===== src/rtl/timer_device.sv =====
// Memory-mapped timer: TH reload, TL up-counter with prescaler, TCON control/status, free-running
// systick. Zero-latency read mux; software writes take precedence over hardware updates.
module timer_device #(
  parameter logic [31:0] BASE_ADDR = 32'h4000_0000,
  parameter int unsigned PRESCALE  = 1
) (
  input  logic        clk,
  input  logic        rst,
  input  logic [31:0] address,
  input  logic [31:0] dataIn,
  input  logic        writeEn,
  output logic [31:0] deviceData,
  output logic        irq
);

  localparam logic [29:0] AddrTh      = BASE_ADDR[31:2];
  localparam logic [29:0] AddrTl      = BASE_ADDR[31:2] + 30'd1;
  localparam logic [29:0] AddrTcon    = BASE_ADDR[31:2] + 30'd2;
  localparam logic [29:0] AddrSystick = BASE_ADDR[31:2] + 30'd5;
  localparam logic [15:0] PreMax      = 16'(PRESCALE - 1);

  logic [31:0] th_q, th_d;
  logic [31:0] tl_q, tl_d;
  logic [2:0]  tcon_q, tcon_d;
  logic [31:0] systick_q, systick_d;
  logic [15:0] pre_q, pre_d;

  logic [29:0] word;
  logic        sel_th, sel_tl, sel_tcon, sel_systick;
  logic        tick, ovf;
  logic        unused_addr;

  assign word        = address[31:2];
  assign unused_addr = ^address[1:0];
  assign sel_th      = (word == AddrTh);
  assign sel_tl      = (word == AddrTl);
  assign sel_tcon    = (word == AddrTcon);
  assign sel_systick = (word == AddrSystick);

  assign tick = tcon_q[0] && (pre_q == PreMax);
  assign ovf  = tick && (tl_q == 32'hFFFF_FFFF);
  assign irq  = tcon_q[2];

  always_comb begin
    th_d      = th_q;
    tl_d      = tl_q;
    tcon_d    = tcon_q;
    systick_d = systick_q + 32'd1;
    pre_d     = pre_q;

    if (!tcon_q[0] || tick) begin
      pre_d = 16'd0;
    end else begin
      pre_d = pre_q + 16'd1;
    end

    if (tick) begin
      tl_d = ovf ? th_q : tl_q + 32'd1;
    end
    if (ovf && tcon_q[1]) begin
      tcon_d[2] = 1'b1;
    end

    // Software writes are applied last so they override same-edge hardware updates.
    if (writeEn) begin
      if (sel_th)   th_d   = dataIn;
      if (sel_tl)   tl_d   = dataIn;
      if (sel_tcon) tcon_d = dataIn[2:0];
    end
  end

  always_ff @(posedge clk or negedge rst) begin
    if (!rst) begin
      th_q      <= 32'd0;
      tl_q      <= 32'd0;
      tcon_q    <= 3'd0;
      systick_q <= 32'd0;
      pre_q     <= 16'd0;
    end else begin
      th_q      <= th_d;
      tl_q      <= tl_d;
      tcon_q    <= tcon_d;
      systick_q <= systick_d;
      pre_q     <= pre_d;
    end
  end

  always_comb begin
    deviceData = 32'd0;
    if (sel_th)           deviceData = th_q;
    else if (sel_tl)      deviceData = tl_q;
    else if (sel_tcon)    deviceData = {29'd0, tcon_q};
    else if (sel_systick) deviceData = systick_q;
  end

endmodule


===== config.mk =====
export PLATFORM = sky130hd
export DESIGN_NAME = timer_device
export DESIGN_NICKNAME = d
export VERILOG_FILES = /design/src/rtl/timer_device.sv
export SDC_FILE = /design/constraint.sdc
export NUM_CORES = 1
export LEC_CHECK = 0
export BUFFER_PORTS_ARGS = -buffer_cell sky130_fd_sc_hd__buf_4
export CAP_MARGIN = 30
export CORE_ASPECT_RATIO = 0.5
export CORE_MARGIN = 2
export CORE_UTILIZATION = 33
export DETAILED_ROUTE_END_ITERATION = 16
export PLACE_DENSITY_LB_ADDON = 0.15
export SLEW_MARGIN = 20
export SYNTH_ARGS = -nofsm -noshare
export SYNTH_HDL_FRONTEND = slang
export SYNTH_SLANG_ARGS = --single-unit
export TNS_END_PERCENT = 1

===== constraint.sdc =====
create_clock -name clk -period 5.4 [get_ports clk]
set_input_delay 1.35 -clock clk [delete_from_list [all_inputs] [get_ports clk]]
set_output_delay 1.35 -clock clk [all_outputs]
set_load 0.05 [all_outputs]

=== Word level (Yosys, flattened, before mapping) ===
Index checks and enable logic that the tools add are counted.

* Reductions and logical operators: 8
* Multiplexer cells: 12
* Equal/unequal tests: 5
* $add $sub $neg: 3

{| class="wikitable"
|+ Operator list
! kind !! number
|-
| $mux 32 || 8
|-
| $eq 30x29->1 const B || 4
|-
| $add 32x1->32 const B || 2
|-
| $eq 32x32->1 const B || 1
|-
| $add 16x1->16 const B || 1
|-
| $logic_not 16->1 || 1
|-
| $mux 16 || 1
|-
| $mux 3 || 2
|-
| $reduce_and 2->1 || 2
|-
| $logic_and 1x1->1 || 3
|-
| $logic_not 1->1 || 1
|-
| $logic_or 1x1->1 || 1
|-
| $mux 1 || 1
|}

* Word-level logic and storage cells: 34
* Input port bits: 67
* Register bits after elaboration: 115
* Output and inout bits: 33

=== Longest topological paths before layout ===
Gate-level depths: netlist of the first run.

* Depth in word-level cells: 7
* Mapped depth: 9
* Mapped depth without buffers: 8

=== Worst setup path before layout of the first run ===
Ideal clock, no wire load.

* Path kind: input to output
* From: in address[12]
* To: out deviceData[11]
* Arrival: 3150 ps
* Path slack: 900 ps
* Stages: 8
* Data required time: 4050 ps
* Buffers on the path: 2
* Path through: nor4b_1 > nand3_1 > nor3_1 > and2_1 > clkbuf_1 > clkbuf_1 > a222oi_1 > inv_1

* Word-level cells in the longest chain between the ends: 5
* Elaborated cells on any way between the ends: 8
* Classes of those cells: eq/ne: 4; mux: 4

{| class="wikitable"
|+ RTL lines
! element !! line !! RTL
|-
| start: declaration || 9 || <nowiki>input logic [31:0] address,</nowiki>
|-
| $eq 30x29->1 || 38 || <nowiki>assign sel_systick = (word == AddrSystick);</nowiki>
|-
| $mux 32 || 93 || <nowiki>else if (sel_systick) deviceData = systick_q;</nowiki>
|-
| $mux 32 || 92 || <nowiki>else if (sel_tcon) deviceData = {29'd0, tcon_q};</nowiki>
|-
| $mux 32 || 91 || <nowiki>else if (sel_tl) deviceData = tl_q;</nowiki>
|-
| $mux 32 * || 90 || <nowiki>if (sel_th) deviceData = th_q;</nowiki>
|-
| end: declaration || 12 || <nowiki>output logic [31:0] deviceData,</nowiki>
|}

Mark *: on every way between the ends. The rest lies on a longest branch, timed or not.

=== Final worst setup path of the first run ===
* From: in address[22]
* To: out deviceData[17]

Same word-level chain as after synthesis.

==> summary.md, run 1 <==
| Metric | Value |
|---|---|
| Max_cap viols | `0` |
| Multi-input gate area | `3270 um2` |
| H-Tree Level Count | `4` |
| GRT overflow | `0` |
| Syn avg cell area | `9.45 um2` |
| Pin count of the biggest net entering global routing | `51` |
| Synth area leaders | `dfrtp_1 (44%), a222oi_1 (4.6%), mux2_1 (4.2%), xnor2_1 (3.7%), nand3_1 (3.5%)` |
| Maximum VDD drop | `0.000226 V` |
| Detailed-route DRC error count | `0` |
| Dpl hpwl | `13.7 mm` |
| M1 WL | `9.91 mm` |
| Resized Gates After CTS | `0` |
| Top routing layer in use | `met4` |
| Ratio of final minimum period to clock period | `92.2%` |
| Clock-pin slew on the worst setup and hold paths | `0.05 ns` |
| 1st-iter DRT viols | `396` |
| Worst Path Required | `4.05 ns` |
| Synth warn | `0` |
| Die width | `202 um` |
| Port bufs | `97` |
| Number of global-route vias before repair | `5,390` |
| TNS Setup | `0 ns` |
| Io pins | `100` |
| Diodes inserted | `0` |
| Nets | `852` |
| R2r endpoint | `tl_q[7]` |
| Hold Path Class | `reg2reg` |
| Status | `completed` |
| Core box area | `19,300 um2` |
| Slew margin rel. | `34.5%` |
| Area added between synthesis and finish | `26.1%` |
| Longest Clk Path Bufs | `2` |
| Max-slew violation count | `0` |
| Clk_skew | `0.0146 ns` |
| CP Capture Type | `output pin` |
| Row count | `36` |
| Hold endpoint | `systick_q[31]` |
| Top cell type's share of synthesized area | `44.5%` |
| Pwr dens | `259 nW/um2` |
| Fmax | `201 MHz` |
| Hold depth | `1` |
| Crit path max fanout | `15` |
| Inserted Clock Buffers | `17` |
| Async SR Flop Fraction | `100%` |
| Post-synth cell types | `58` |
| Clock sinks | `115` |
| ANT nets after route | `0` |
| Placed insts | `1,028` |
| PnR worst setup slack | `0.421 ns` |
| Ys flop type | `dfrtp_1` |
| Worst setup SP type | `input pin` |
| Final WL | `19.8 mm` |
| Post-layout util | `42.2%` |
| Fraction of layout cells with a size suffix above 1 | `20.5%` |
| Post-Syn Nets | `756` |
| First-pass GRT wire length | `30.7 mm` |
| Routability Congestion | `0.755` |
| GRT Overall Usage | `19.4%` |
| Routed met3 length | `1.02 mm` |
| Worst skew pair latency | `0.42 ns` |
| DR vias | `5,661` |
| Initial DRT Pass Iterations | `7` |
| CTS root buffer | `clkbuf_16` |
| Synthesized instance count | `685` |
| Post-synth EDFFs | `0` |
| Initial core utilization | `33.5%` |
| Final setup vio count | `0` |
| Reg2reg start | `tl_q[0]` |
| Yosys top cell by area | `dfrtp_1` |
| FF+latch area | `2880 um2` |
| Worst slew pin tran | `0.974 ns` |
| Mapped Area | `6470 um2` |
| Pre-CTS setup slack | `0.435 ns` |
| Fill count | `1,937` |
| RSZ-0062 raised after global routing | `no` |
| Reg2Reg Setup Slack | `2.52 ns` |
| CTS tree | `done` |
| Die area | `20,800 um2` |
| Leakage power | `3.88 nW` |
| Routed len/inst | `18.7 um` |
| Initial antenna violation count | `0` |
| Post-Layout Cell Count | `1,057` |
| Critical Path AT | `3.63 ns` |
| Final Hold Viols | `0` |
| Kind of critical path | `in2out` |
| Hold-fix buffers at CTS | `0` |
| Min Tclk post-route | `4.98 ns` |
| Via-to-Cell Ratio | `5.36` |
| Met2 WL | `8.70 mm` |
| R2R depth | `7` |
| Hold_sp | `systick_q[31]` |
| Die height | `103 um` |
| Sequential area share after synthesis | `44.5%` |
| Postcts setup bufs | `0` |
| Seq cells post-synth | `115` |
per-layer routing:
layer | global-route usage [%] | up-vias
met5 | 0 | -
met4 | 4.07 | 0
met3 | 4.84 | 11
met2 | 30.1 | 124
met1 | 27.6 | 2812
li1 | - | 2714
Yosys cell counts, types with 20 or more instances:
cell type	number
a21oi_1	31
a222oi_1	30
clkbuf_1	20
dfrtp_1	115
inv_1	45
mux2_1	24
nand2_1	57
nand3_1	45
nor2_1	54
o21ai_0	20
xnor2_1	27
xor2_1	21
kinds of logic after synthesis:
group | count (synthesis) | share of synthesized area (%)
compound gates | 131 | 14.3
buf+inv | 81 | 5.08
fa+ha+maj | 4 | 0.773
simple gates | 268 | 22.4
xor+xnor | 48 | 6.49
flops | 115 | 44.5
mux | 38 | 6.51
worst max-delay path: stages:
cell and delay [ns]:
buf_4 0.11, nor4_1 0.52, nand3_1 0.23, nor3_1 0.38
and2_1 0.44, buf_12 0.20, a222oi_1 0.12, inv_1 0.07
buf_4 0.19
registers in the layout, indices dropped and copies added, names as in the netlist:
name	cells
systick_q	32
pre_q	16
th_q	32
tl_q	32
tcon_q	3
how the worst max path moves through the flow:
stage	startpoint	endpoint	slack, ns	cells after the start
after floorplan	address[12]	deviceData[11]	0.90	8
after global placement	address[22]	deviceData[18]	0.50	9
after detailed placement	address[22]	deviceData[17]	0.44	9
after CTS	address[22]	deviceData[17]	0.42	9
after global routing	address[22]	deviceData[23]	0.18	9
final	address[22]	deviceData[17]	0.42	9
cell usage in the layout, fill, tap and decap left out, types with 17 or more instances in the layout:
master	synthesis	layout
dfrtp_1	115	115
buf_4	2	109
nand2_1	57	57
nor2_1	54	54
inv_1	45	45
nand3_1	45	45
a21oi_1	31	31
a222oi_1	30	30
xnor2_1	27	27
mux2_1	24	24
xor2_1	21	21
o21ai_0	20	20
and3_1	19	19
nor3_1	17	17
clkbuf_16	0	17
metrics by stage:
step | total power [mW] | instance area [um2] | hold WS, ns
floorplan | 0.881 | 6470 | 0.444
global placement | 0.944 | 7540 | 0.475
detailed placement | 0.945 | 7550 | 0.470
CTS | 2.14 | 8160 | 0.481
global route | 2.18 | 8160 | 0.496
finish | 2.11 | 8160 | 0.483
final cells by class:
cell class / count / area share (%)
clock buffer: 25 / 6.32
inverter: 45 / 2.07
sequential: 115 / 35.3
timing repair buffer: 113 / 11.0
multi-input combinational: 489 / 40.1
tap: 266 / 4.08
clock inverter: 4 / 1.17
power breakdown:
group / total, mW / leakage [nW] / switching [mW] / internal (mW)
registers: 0.863 / 1.47 / 0.0000500 / 0.863
clock network: 1.18 / 0.301 / 0.391 / 0.791
logic: 0.0656 / 2.11 / 0.0334 / 0.0322
total: 2.11 / 3.88 / 0.424 / 1.69
No activity file was read; power rests on OpenSTA's default activity.
==> inputs of run 2 (changes only) <==
Settings changed: PLACE_DENSITY_LB_ADDON 0.15 to unset, SETUP_SLACK_MARGIN set to 0.1.
==> run 2 against run 1 <==
Net effect:
- clock power is 10% lower
- hold slack better by 0.0054 ns
- design area fell by 1.4%
- worst setup slack improved by 0.012 ns
- maximum frequency is 0.24% higher
- non-clock buffer count unchanged
- critical endpoint is now deviceData[20]
- highest routed layer unchanged
==> summary.md, run 2 (same netlist as run 1, synthesis figures left out) <==
| Metric | Value |
|---|---|
| Row count | `36 (unchanged)` |
| Worst setup SP type | `input pin` |
| Switching Share | `20.9% (+0.83 points)` |
| Clk_skew | `0.00843 ns (-0.00614 ns)` |
| Switch Pwr | `0.417 mW (-1.8%)` |
| Pwr dens | `247 nW/um2 (-4.4%)` |
| Hold_sp | `systick_q[31]` |
| Final Hold Viols | `0 (unchanged)` |
| Fmax | `201 MHz (+0.24%)` |
| Fill count | `1,873 (-3.3%)` |
| Routed len/inst | `18.2 um (-2.6%)` |
| Final instance area | `8050 um2 (-1.4%)` |
| Longest Clk Path Bufs | `2 (unchanged)` |
| PnR worst setup slack | `0.433 ns (+0.0121 ns)` |
| Leakage power | `3.84 nW (-1.0%)` |
| Number of global-route vias before repair | `5,666 (+5.1%)` |
| Clock Power Share | `53.3% (-2.7 points)` |
| CP Capture Type | `output pin` |
| Detailed-route DRC error count | `0 (unchanged)` |
| Worst skew pair latency | `0.42 ns (about the same)` |
| Hold endpoint | `systick_q[31]` |
| Pre-CTS setup slack | `0.471 ns (+0.0358 ns)` |
| DR vias | `5,905 (+4.3%)` |
| Initial core utilization | `33.5% (unchanged)` |
| Clock sinks | `115 (unchanged)` |
| ANT nets after route | `0 (unchanged)` |
| Die height | `103 um (unchanged)` |
| Ratio of final minimum period to clock period | `92.0% (-0.22 points)` |
| Crit-path cells | `buf_4 > nor4b_1 > nand3_1 > nor3_1 > and2_1 > buf_4 > a222oi_1 > inv_1 > buf_4` |
| Crit path max fanout | `13 (-2)` |
| Internal | `1.57 mW (-6.7%)` |
| Reg2reg start | `tl_q[0]` |
| Die width | `202 um (unchanged)` |
| Status | `completed` |
| Dpl hpwl | `13.2 mm (-3.6%)` |
| Commonest non-fill, non-tap cells in the layout | `dfrtp_1 (115), buf_4 (111), nand2_1 (57)` |
| Final WL | `19.2 mm (-2.6%)` |
| Io pins | `100 (unchanged)` |
| Kind of critical path | `in2out` |
| Worst slew pin tran | `0.913 ns (-0.0614 ns)` |
| Crit path largest cell delay | `0.41 ns (-0.11 ns)` |
| Crit path buf inv count | `4 (unchanged)` |
| GRT Overall Usage | `19.0% (-0.42 points)` |
| Initial antenna violation count | `0 (unchanged)` |
| Max-slew violation count | `0 (unchanged)` |
| Final setup vio count | `0 (unchanged)` |
| Inserted Clock Buffers | `17 (unchanged)` |
| Area added between synthesis and finish | `24.3%` |
| Max_cap viols | `0 (unchanged)` |
| 1st-iter DRT viols | `548 (+38%)` |
| Slew margin rel. | `38.6% (+4.1 points)` |
| Routability Congestion | `0.797 (+5.6%)` |
| TNS Setup | `0 ns (unchanged)` |
| Pin count of the biggest net entering global routing | `57 (+12%)` |
| Resized Gates After CTS | `0 (unchanged)` |
| Combinational Power Share | `3.3% (+0.2 points)` |
| Reg2Reg Setup Slack | `2.49 ns (-0.03 ns)` |
| CTS root buffer | `clkbuf_16` |
| Core box area | `19,300 um2 (unchanged)` |
| Post-layout util | `41.6% (-0.59 points)` |
| CTS tree | `done` |
| Worst path top cell family by delay | `simple AND/OR/NAND/NOR gates` |
| R2R depth | `7 (unchanged)` |
| First-pass GRT wire length | `30.6 mm (-0.29%)` |
| Sequential share of power | `43.4% (+2.5 points)` |
| Diodes inserted | `0 (unchanged)` |
| Hold depth | `1 (unchanged)` |
| Port bufs | `97 (unchanged)` |
| Initial DRT Pass Iterations | `8 (+1)` |
| Postcts setup bufs | `0 (unchanged)` |
| Nets | `852 (unchanged)` |
| H-Tree Level Count | `4 (unchanged)` |
| Fraction of layout cells with a size suffix above 1 | `20.2% (-0.25 points)` |
| Placement-stage cell area | `7500 um2 (-0.66%)` |
| Hold-fix buffers at CTS | `0 (unchanged)` |
| GRT overflow | `0 (unchanged)` |
| Crit path top cell by count | `buf_4` |
| Clock-pin slew on the worst setup and hold paths | `0.05 ns (about the same)` |
| Maximum VDD drop | `0.000209 V (-7.7%)` |
| Largest regs | `systick_q x32, th_q x32, tl_q x32` |
| Min Tclk post-route | `4.97 ns (-0.0121 ns)` |
| CP max-delay cell | `nor4b_1` |
| Commonest non-fill, non-tap cell in the layout | `dfrtp_1` |
| Via-to-Cell Ratio | `5.59 (+4.3%)` |
| Critical Path AT | `3.62 ns (about the same)` |
| Worst Path Required | `4.05 ns (about the same)` |
| Die area | `20,800 um2 (unchanged)` |
| Hold Path Class | `reg2reg` |
| RSZ-0062 raised after global routing | `no` |
| R2r endpoint | `tl_q[23]` |
==> run 2: cell count changes in the layout (fill, tap and decap cells not counted) <==
cell and delta:
clkbuf_8 -5, buf_12 -4, clkinv_2 +4, buf_4 +2, clkbuf_1 +2, buf_8 +1
bufinv_16 -1, clkbuf_4 +1
==> run 2: worst max path at each step <==
stage	start	to	cells after the start
after global routing	address[14]	deviceData[3]	9
after floorplan	address[12]	deviceData[11]	8
after CTS	address[14]	deviceData[3]	9
after detailed placement	address[14]	deviceData[15]	9
final	address[12]	deviceData[20]	9
after global placement	address[14]	deviceData[20]	9
==> run 2: power groups by stage <==
stage                     combinational, mW  clock [mW]  sequential [mW]
after floorplan                     0.00363           0            0.878
after global placement               0.0658           0            0.878
after detailed placement             0.0673           0            0.878
after CTS                            0.0676        1.08            0.863
after global routing                 0.0731        1.12            0.862
final                                0.0658        1.06            0.863
==> run 2: per-layer routing <==
metal | track usage [%] | part of all wire, %
met4 | 5.32 | 1.2
met3 | 4.33 | 7.3
met5 | 0 | 0
met2 | 30.7 | 47
met1 | 25.9 | 45
==> run 2: cell type report <==
cell class                      count  area [um2]  area share, %
Tap cell                          266         333           4.14
Timing Repair Buffer              113         856           10.6
Clock inverter                      7        85.1           1.06
Inverter                           45         169           2.10
Clock buffer                       22         454           5.64
Sequential cell                   115        2880           35.8
Multi-Input combinational cell    489        3270           40.7
==> run 2: stage by stage <==
step | hold WS, ns | instances | power [mW]
6_report | 0.489 | 1057 | 1.99
5_1_grt | 0.519 | 1057 | 2.05
4_1_cts | 0.489 | 1056 | 2.01
3_5_place_dp | 0.480 | 1027 | 0.945
3_3_place_gp | 0.477 | 1025 | 0.943
2_1_floorplan | 0.444 | 685 | 0.881
